===== config.mk =====
export PLATFORM = sky130hd
export DESIGN_NAME = fetch_unit
export DESIGN_NICKNAME = d
export VERILOG_FILES = /design/src/rtl/rv32i_pkg.sv /design/src/rtl/fetch_unit_pc_counter.sv /design/src/rtl/fetch_unit.sv
export SDC_FILE = /design/constraint.sdc
export NUM_CORES = 1
export LEC_CHECK = 0
export CORE_MARGIN = 2
export CORE_UTILIZATION = 40
export CTS_CLUSTER_SIZE = 30
export DETAILED_ROUTE_END_ITERATION = 7
export PLACE_DENSITY = 0.8
export SLEW_MARGIN = 10
export SYNTH_ARGS = -nofsm -noshare
export SYNTH_HDL_FRONTEND = slang
export SYNTH_HIERARCHICAL = 1
export SYNTH_SLANG_ARGS = --single-unit

===== constraint.sdc =====
create_clock -name clk -period 2.45 [get_ports clk]
set_input_delay 0.49 -clock clk [delete_from_list [all_inputs] [get_ports clk]]
set_output_delay 0.49 -clock clk [all_outputs]
set_load 0.05 [all_outputs]

===== src/rtl/rv32i_pkg.sv =====
// Shared RV32I fetch definitions: FSM state encoding, NOP word and instruction field positions.
// FETCH_MISALIGN_TRAP_EN adds the FAULT state.
package rv32i_pkg;

    typedef enum logic [1:0] {
        ST_IDLE,
        ST_FETCH,
        ST_EXEC
`ifdef FETCH_MISALIGN_TRAP_EN
        , ST_FAULT
`endif
    } fetch_state_t;

    // addi x0,x0,0
    localparam logic [31:0] RV_NOP_INST = 32'h0000_0013;

    localparam int unsigned OPCODE_MSB = 6;
    localparam int unsigned OPCODE_LSB = 0;
    localparam int unsigned FUN3_MSB   = 14;
    localparam int unsigned FUN3_LSB   = 12;
    localparam int unsigned FUN7_BIT   = 30;

endpackage


===== src/rtl/fetch_unit_pc_counter.sv =====
// Program counter: PC register, +4 adder, redirect mux and target alignment check.
// FETCH_MISALIGN_TRAP_EN exposes align_fault and loads an unaligned target unmodified.
module pc_counter #(
    parameter logic [31:0] RESET_PC = 32'h0000_0000
) (
    input  logic        clk,
    input  logic        rst,
    input  logic        advance,
    input  logic        next_sel,
    input  logic [31:0] target_pc,
`ifdef FETCH_MISALIGN_TRAP_EN
    output logic        align_fault,
`endif
    output logic [31:0] pc,
    output logic [31:0] pc_plus4
);

    logic [31:0] next_pc;

    // 32-bit add wraps 32'hFFFF_FFFC to 0 with no carry kept
    assign pc_plus4 = pc + 32'd4;

    always_comb begin
        next_pc = pc_plus4;
        if (next_sel) begin
            next_pc = target_pc & ~32'd3;
        end
    end

`ifdef FETCH_MISALIGN_TRAP_EN
    assign align_fault = next_sel && (target_pc[1:0] != 2'b00);

    always_ff @(posedge clk or negedge rst) begin
        if (!rst) begin
            pc <= RESET_PC;
        end else if (advance) begin
            pc <= align_fault ? target_pc : next_pc;
        end
    end
`else
    always_ff @(posedge clk or negedge rst) begin
        if (!rst) begin
            pc <= RESET_PC;
        end else if (advance) begin
            pc <= next_pc;
        end
    end
`endif

endmodule


===== src/rtl/fetch_unit.sv =====
// Single-issue instruction fetch: IDLE -> FETCH -> EXEC loop, one instruction per EXEC exit.
// FETCH_MISALIGN_TRAP_EN enables the sticky misaligned-target FAULT state and misalign port.
module fetch_unit
    import rv32i_pkg::*;
#(
    parameter logic [31:0] RESET_PC = 32'h0000_0000,
    parameter logic [31:0] NOP_INST = RV_NOP_INST
) (
    input  logic        clk,
    input  logic        rst,
    output logic        im_req,
    output logic [31:0] im_addr,
    input  logic        im_valid,
    input  logic [31:0] im_rdata,
    input  logic        next_sel,
    input  logic [31:0] target_pc,
    input  logic        stall,
    output logic [31:0] pc,
    output logic [31:0] pc_plus4,
    output logic [31:0] inst,
    output logic        inst_valid,
    output logic [6:0]  opcode,
    output logic [2:0]  fun3,
`ifdef FETCH_MISALIGN_TRAP_EN
    output logic        fun7,
    output logic        misalign
`else
    output logic        fun7
`endif
);

    fetch_state_t state;
    logic         advance;
`ifdef FETCH_MISALIGN_TRAP_EN
    logic         align_fault;
`endif

    assign advance = (state == ST_EXEC) && !stall;

    pc_counter #(
        .RESET_PC (RESET_PC)
    ) u_pc_counter (
        .clk         (clk),
        .rst         (rst),
        .advance     (advance),
        .next_sel    (next_sel),
        .target_pc   (target_pc),
`ifdef FETCH_MISALIGN_TRAP_EN
        .align_fault (align_fault),
`endif
        .pc          (pc),
        .pc_plus4    (pc_plus4)
    );

    assign im_addr = pc;
    assign opcode  = inst[OPCODE_MSB:OPCODE_LSB];
    assign fun3    = inst[FUN3_MSB:FUN3_LSB];
    assign fun7    = inst[FUN7_BIT];

    // im_req and inst_valid are registered alongside state so they never glitch
    always_ff @(posedge clk or negedge rst) begin
        if (!rst) begin
            state      <= ST_IDLE;
            inst       <= NOP_INST;
            inst_valid <= 1'b0;
            im_req     <= 1'b0;
`ifdef FETCH_MISALIGN_TRAP_EN
            misalign   <= 1'b0;
`endif
        end else begin
            case (state)
                ST_IDLE: begin
                    state  <= ST_FETCH;
                    im_req <= 1'b1;
                end
                ST_FETCH: begin
                    if (im_valid) begin
                        inst       <= im_rdata;
                        state      <= ST_EXEC;
                        im_req     <= 1'b0;
                        inst_valid <= 1'b1;
                    end
                end
                ST_EXEC: begin
                    if (!stall) begin
                        inst_valid <= 1'b0;
`ifdef FETCH_MISALIGN_TRAP_EN
                        if (align_fault) begin
                            state    <= ST_FAULT;
                            misalign <= 1'b1;
                        end else begin
                            state  <= ST_FETCH;
                            im_req <= 1'b1;
                        end
`else
                        state  <= ST_FETCH;
                        im_req <= 1'b1;
`endif
                    end
                end
`ifdef FETCH_MISALIGN_TRAP_EN
                ST_FAULT: begin
                    state <= ST_FAULT;
                end
`endif
                default: begin
                    state  <= ST_IDLE;
                    im_req <= 1'b0;
                end
            endcase
        end
    end

endmodule


---- After elaboration in Yosys (flattened, before gate mapping) ----
Cells that the tools add are included.
word-level totals
  register bits ........................... 68
  memories kept ........................... 0
  bits in writable memories ............... 0
  logic and storage cells ................. 27
  bits in read-only memories .............. 0
  latch bits .............................. 0
  input bits .............................. 69
  output and inout port bits .............. 141
cells by class
  div/mod/pow operators ................... 0
  mux-type cells .......................... 10
  $lt $le $gt $ge ......................... 0
  $add $sub $neg .......................... 1
  bitwise gates (word level) .............. 0
  reductions and logical operators ........ 7
  equal/unequal tests ..................... 4
  shift-type cells ........................ 0
  multiply operators ...................... 0
operators by type and width
  operator                                             number
  adder 32 x 3 -> 32 bit, second input constant        1
  two-way mux 32 bit                                   1
  case mux 2 bit (3 select lines)                      1
  two-way mux 1 bit                                    4
  two-way mux 2 bit                                    2
  inequality test 2 bit, second input constant         2
  AND reduction 2 bit                                  2
  case mux 1 bit (3 select lines)                      1
  AND reduction 3 bit                                  1
  equality test 2 x 1 -> 1 bit, second input constant  1
  equality test 2 bit, second input constant           1
  zero test 2 bit                                      1
  case mux 1 bit (2 select lines)                      1
  nonzero test 2 bit                                   1
  logical AND 1 bit                                    1
  zero test 1 bit                                      1

---- Longest topological paths before layout ----
  depth in word-level cells ............... 3
  mapped depth ............................ 8

---- Hierarchy ----
Netlist, hierarchy kept.
by module, submodules not included
  module      seq. area each (sq um)  times used  cells an instance  area an instance (sq um)
  pc_counter  750.7                   1           286                2446.1
  fetch_unit  879.6                   1           122                1771.7

---- Least setup slack after synthesis ----
OpenSTA, ideal clock, no wires.
  path type ............................... reg-to-output
  from .................................... register u_pc_counter.pc[12]
  to ...................................... output port pc_plus4[31]
  path slack .............................. -833 ps
  arrival ................................. 2793 ps
  cell stages (with the launch flop) ...... 9
  cell sequence ........................... dfrtp_1 clkbuf_2 and4_1 buf_2 nand4_1 buf_4 clkbuf_1 nor4_1 xor2_1
on the way
  cells in the longest elaborated chain, start to end .. 1
ends and longest elaborated chain
  what                      line                         RTL
  start: declaration        fetch_unit_pc_counter.sv:14  output logic [31:0] pc,
  start signal: assignment  fetch_unit_pc_counter.sv:45  pc <= next_pc;
  adder 32 x 3 -> 32 bit    fetch_unit_pc_counter.sv:21  assign pc_plus4 = pc + 32'd4;
  end: declaration          fetch_unit.sv:19             output logic [31:0] pc_plus4,
No other way between the ends.

---- Worst setup path in the final report ----
  from .................................... register u_pc_counter.pc[5]
  to ...................................... output port pc_plus4[29]
Same word-level chain as after synthesis.

==> results.yml <==
place:
  hpwlAfterDp_um: 10100
  gpl.final_weighted_congestion: 0.867
  placement.io_buffers: 201
logic_synthesis:
  synth-async-reset-ratio_pct: 100
  synth.yosys.warnings: 6
  postSynthRegisterBits: 65
  synth.lib_cells_used.distinct: 60
  post_synth_xor_area_fraction_pct: 5.81
  post_synth_and_or_nand_nor_area_fraction_pct: 15.2
  avgSynthCellArea_sq_um: 10.3
  yosys.area_share.adder_pct: 0.297
  mapped_cells: 408
  netlist.top_cell.by_area: "sky130_fd_sc_hd__dfrtp_1"
  synth_compound_gate_area_share_pct: 14.0
  main_flop_type_after_synthesis: "sky130_fd_sc_hd__dfrtp_1"
  synth.yosys.seq_area_share_pct: 38.7
  netlist_top_cells_count: "sky130_fd_sc_hd__dfrtp_1 (62), sky130_fd_sc_hd__buf_4 (49), sky130_fd_sc_hd__mux2_4 (29)"
  synthesis.area_sq_um: 4220
  synth_mux_area_share_pct: 11.6
  synth-edff-count: 0
  synth.most_common_cell: "sky130_fd_sc_hd__dfrtp_1"
  main_combinational_cell_family_by_area_after_synthesis: "simple AND/OR/NAND/NOR gates"
  post_synth_main_area_contributors: "sky130_fd_sc_hd__dfrtp_1 (37%), sky130_fd_sc_hd__mux2_4 (10%), sky130_fd_sc_hd__buf_4 (8.7%)"
  synth.top_cell.area_share_pct: 36.8
final_layout:
  syn_to_final_growth_pct: 81.5
  drive_above_1_share_pct: 40.2
  diodes: 0
  post-route-util_pct: 74.5
  design.final.nets: 704
  fillerInstances: 706
route:
  vias_per_cell: 5.45
  route.detailed.drc: 0
  postRouteWirelength_um: 14500
  initialDrtViolationCount: 272
  postRouteAntennaNets: 0
  drt_first_pass_iters: 5
  wire_per_inst_um: 18.7
  route.vias.total: 4227
global_route:
  global_route.usage.total_pct: 25.0
  grt_pass1_vias: 4322
  antenna_found_initial: 0
  largest_net_degree_at_the_start_of_global_routing: 66
  gr-total-overflow: 0
  global_route_wire_length_before_repair_um: 22400
sta:
  grt_setup_unrepaired: "true"
  min_period_over_period_pct: 108
  totalNegativeSetupSlack_ns: -1.27
  fmax_achieved_mhz: 378
  hold_viol_final: 0
  timing.final.max_slew_violations: 0
  slew_limit_headroom_pct: 56.3
  final.setup_skew_ns: 0.00888
  setup_violators_final: 13
  layout_min_cycle_time_ns: 2.65
  post-route-worst-setup-slack_ns: -0.197
  worstMarginPinSlew_ns: 0.656
die:
  die_height_um: 107
  num_io_pins: 210
  fp.coreArea_sq_um: 10300
  initial_utilization_pct: 41.0
  design.die.area_sq_um: 11400
  floorplan.die.width_um: 107
  placementRows: 37
worst_setup_path:
  critical_path_class: "register to output pin"
  crit_arrival_ns: 2.16
  setup.worst_path.end_class: "output pin"
  r2r_start: "u_pc_counter/pc[14]$_DFFE_PN0P_"
  crit_path_max_fanout: 4
  setup.worst_path.start_class: "register"
  r2r_end: "u_pc_counter/pc[22]$_DFFE_PN0P_"
  ff2ff_setup_slack_ns: 0.05
  critical_path_rt_ns: 1.96
  reg2reg_depth: 11
status:
  violations: "setup timing"
  outcome: "finished, violations left"
cts:
  clkLatencyLatePin_ns: 0.34
  cts_made_buffers: 9
  ctsLongestPathBuffers: 2
  clock_tree.root_cell: "sky130_fd_sc_hd__clkbuf_8"
  cts_htree_levels: 3
  cts_tree: "done"
  cts_sinks: 65
  clkTransAtPathRegs_ns: 0.08
power:
  power.density_nw_per_um2: 1490
  cellLeakagePower_nw: 3.19
  vdd.ir_drop.worst_uv: 1160
min_path:
  holdCritPathClass: "input pin to async pin"
run:
  maxCapViolations: 0
routing by layer:
metal	wire [um]	vias up	global-route usage [%]
met2	7520	211	44.1
met5	0	-	0
met4	245	0	7.51
met3	1030	23	4.98
li1	-	1892	-
met1	5730	2101	31.0
sequential cells by signal (all words and copies together) (netlist names):
name,count
inst_valid,1
state,2
u_pc_counter/pc,30
inst,32
placed cells by master (no fill, tap or decap), types with 13 or more instances in the layout:
master and instances:
sky130_fd_sc_hd__clkdlybuf4s50_1 171, sky130_fd_sc_hd__buf_4 78, sky130_fd_sc_hd__dfrtp_1 38, sky130_fd_sc_hd__mux2_4 29
sky130_fd_sc_hd__buf_12 27, sky130_fd_sc_hd__dfrtp_2 24, sky130_fd_sc_hd__nand2_1 20, sky130_fd_sc_hd__o21ai_0 19
sky130_fd_sc_hd__nor2_1 13, sky130_fd_sc_hd__a22oi_1 13
power breakdown:
part	internal, W	total (W)	switching (W)
Clock	0.000481	0.000954	0.000473
Sequential	0.00158	0.00201	0.000433
Combinational	0.00336	0.00847	0.00511
Total	0.00542	0.0114	0.00602
cell type report:
cell class	instances	area [sq um]	share of cell area (%)
inverters	6	22.5	0.294
flip-flops and latches	65	1660	21.7
clock inverters	7	77.6	1.01
multi-input cells	261	2590	33.8
clock buffers	9	124	1.62
repair buffers	291	3010	39.3
well taps	136	170	2.22
metrics by stage:
stage	cells	area [sq um]	worst slack, ns	total power (W)	hold slack [ns]
3_5_place_dp	718	6920	0.00111	0.00993	0.494
3_3_place_gp	718	6920	0.0238	0.00982	0.494
4_1_cts	757	7410	-0.203	0.0113	0.158
6_report	775	7650	-0.197	0.0114	0.142
2_1_floorplan	411	4740	-0.180	0.00756	0.194
5_1_grt	775	7650	-0.253	0.0119	0.162
worst max-delay path by stage:
stage	from	to	slack [ns]	depth (start not counted)
after floorplan	u_pc_counter/pc[12]$_DFFE_PN0P_	pc_plus4[21]	-0.18	8
after global placement	u_pc_counter/pc[2]$_DFFE_PN0P_	pc_plus4[14]	0.02	7
after detailed placement	u_pc_counter/pc[2]$_DFFE_PN0P_	pc_plus4[14]	0.001	7
after CTS	u_pc_counter/pc[7]$_DFFE_PN0P_	pc_plus4[29]	-0.20	5
after global routing	u_pc_counter/pc[5]$_DFFE_PN0P_	pc_plus4[29]	-0.25	5
final	u_pc_counter/pc[5]$_DFFE_PN0P_	pc_plus4[29]	-0.20	5
kinds of logic after synthesis:
group,Yosys count
flip-flops,65
AO/OA/AOI/OAI,83
AND/OR/NAND/NOR,110
other,1
buffers and inverters,86
multiplexers,34
adder cells (fa/ha/maj),1
XOR/XNOR,28
what timing repair did:
action,CTS,global route
cloned,2,1
pin swaps,22,21
hold buffers,0,0
gates resized for setup,33,22
endpoints found under the hold margin,0,0
setup buffers,21,19
setup endpoints to repair,19,29
worst max-delay path, cell delays in order (launching register included):
cell and delay [ns]:
sky130_fd_sc_hd__dfrtp_2 0.41, sky130_fd_sc_hd__nand4_4 0.10, sky130_fd_sc_hd__or4_4 0.59, sky130_fd_sc_hd__or3_4 0.39, sky130_fd_sc_hd__xnor2_4 0.17, sky130_fd_sc_hd__buf_12 0.15
(Power assumes the default switching activity.)
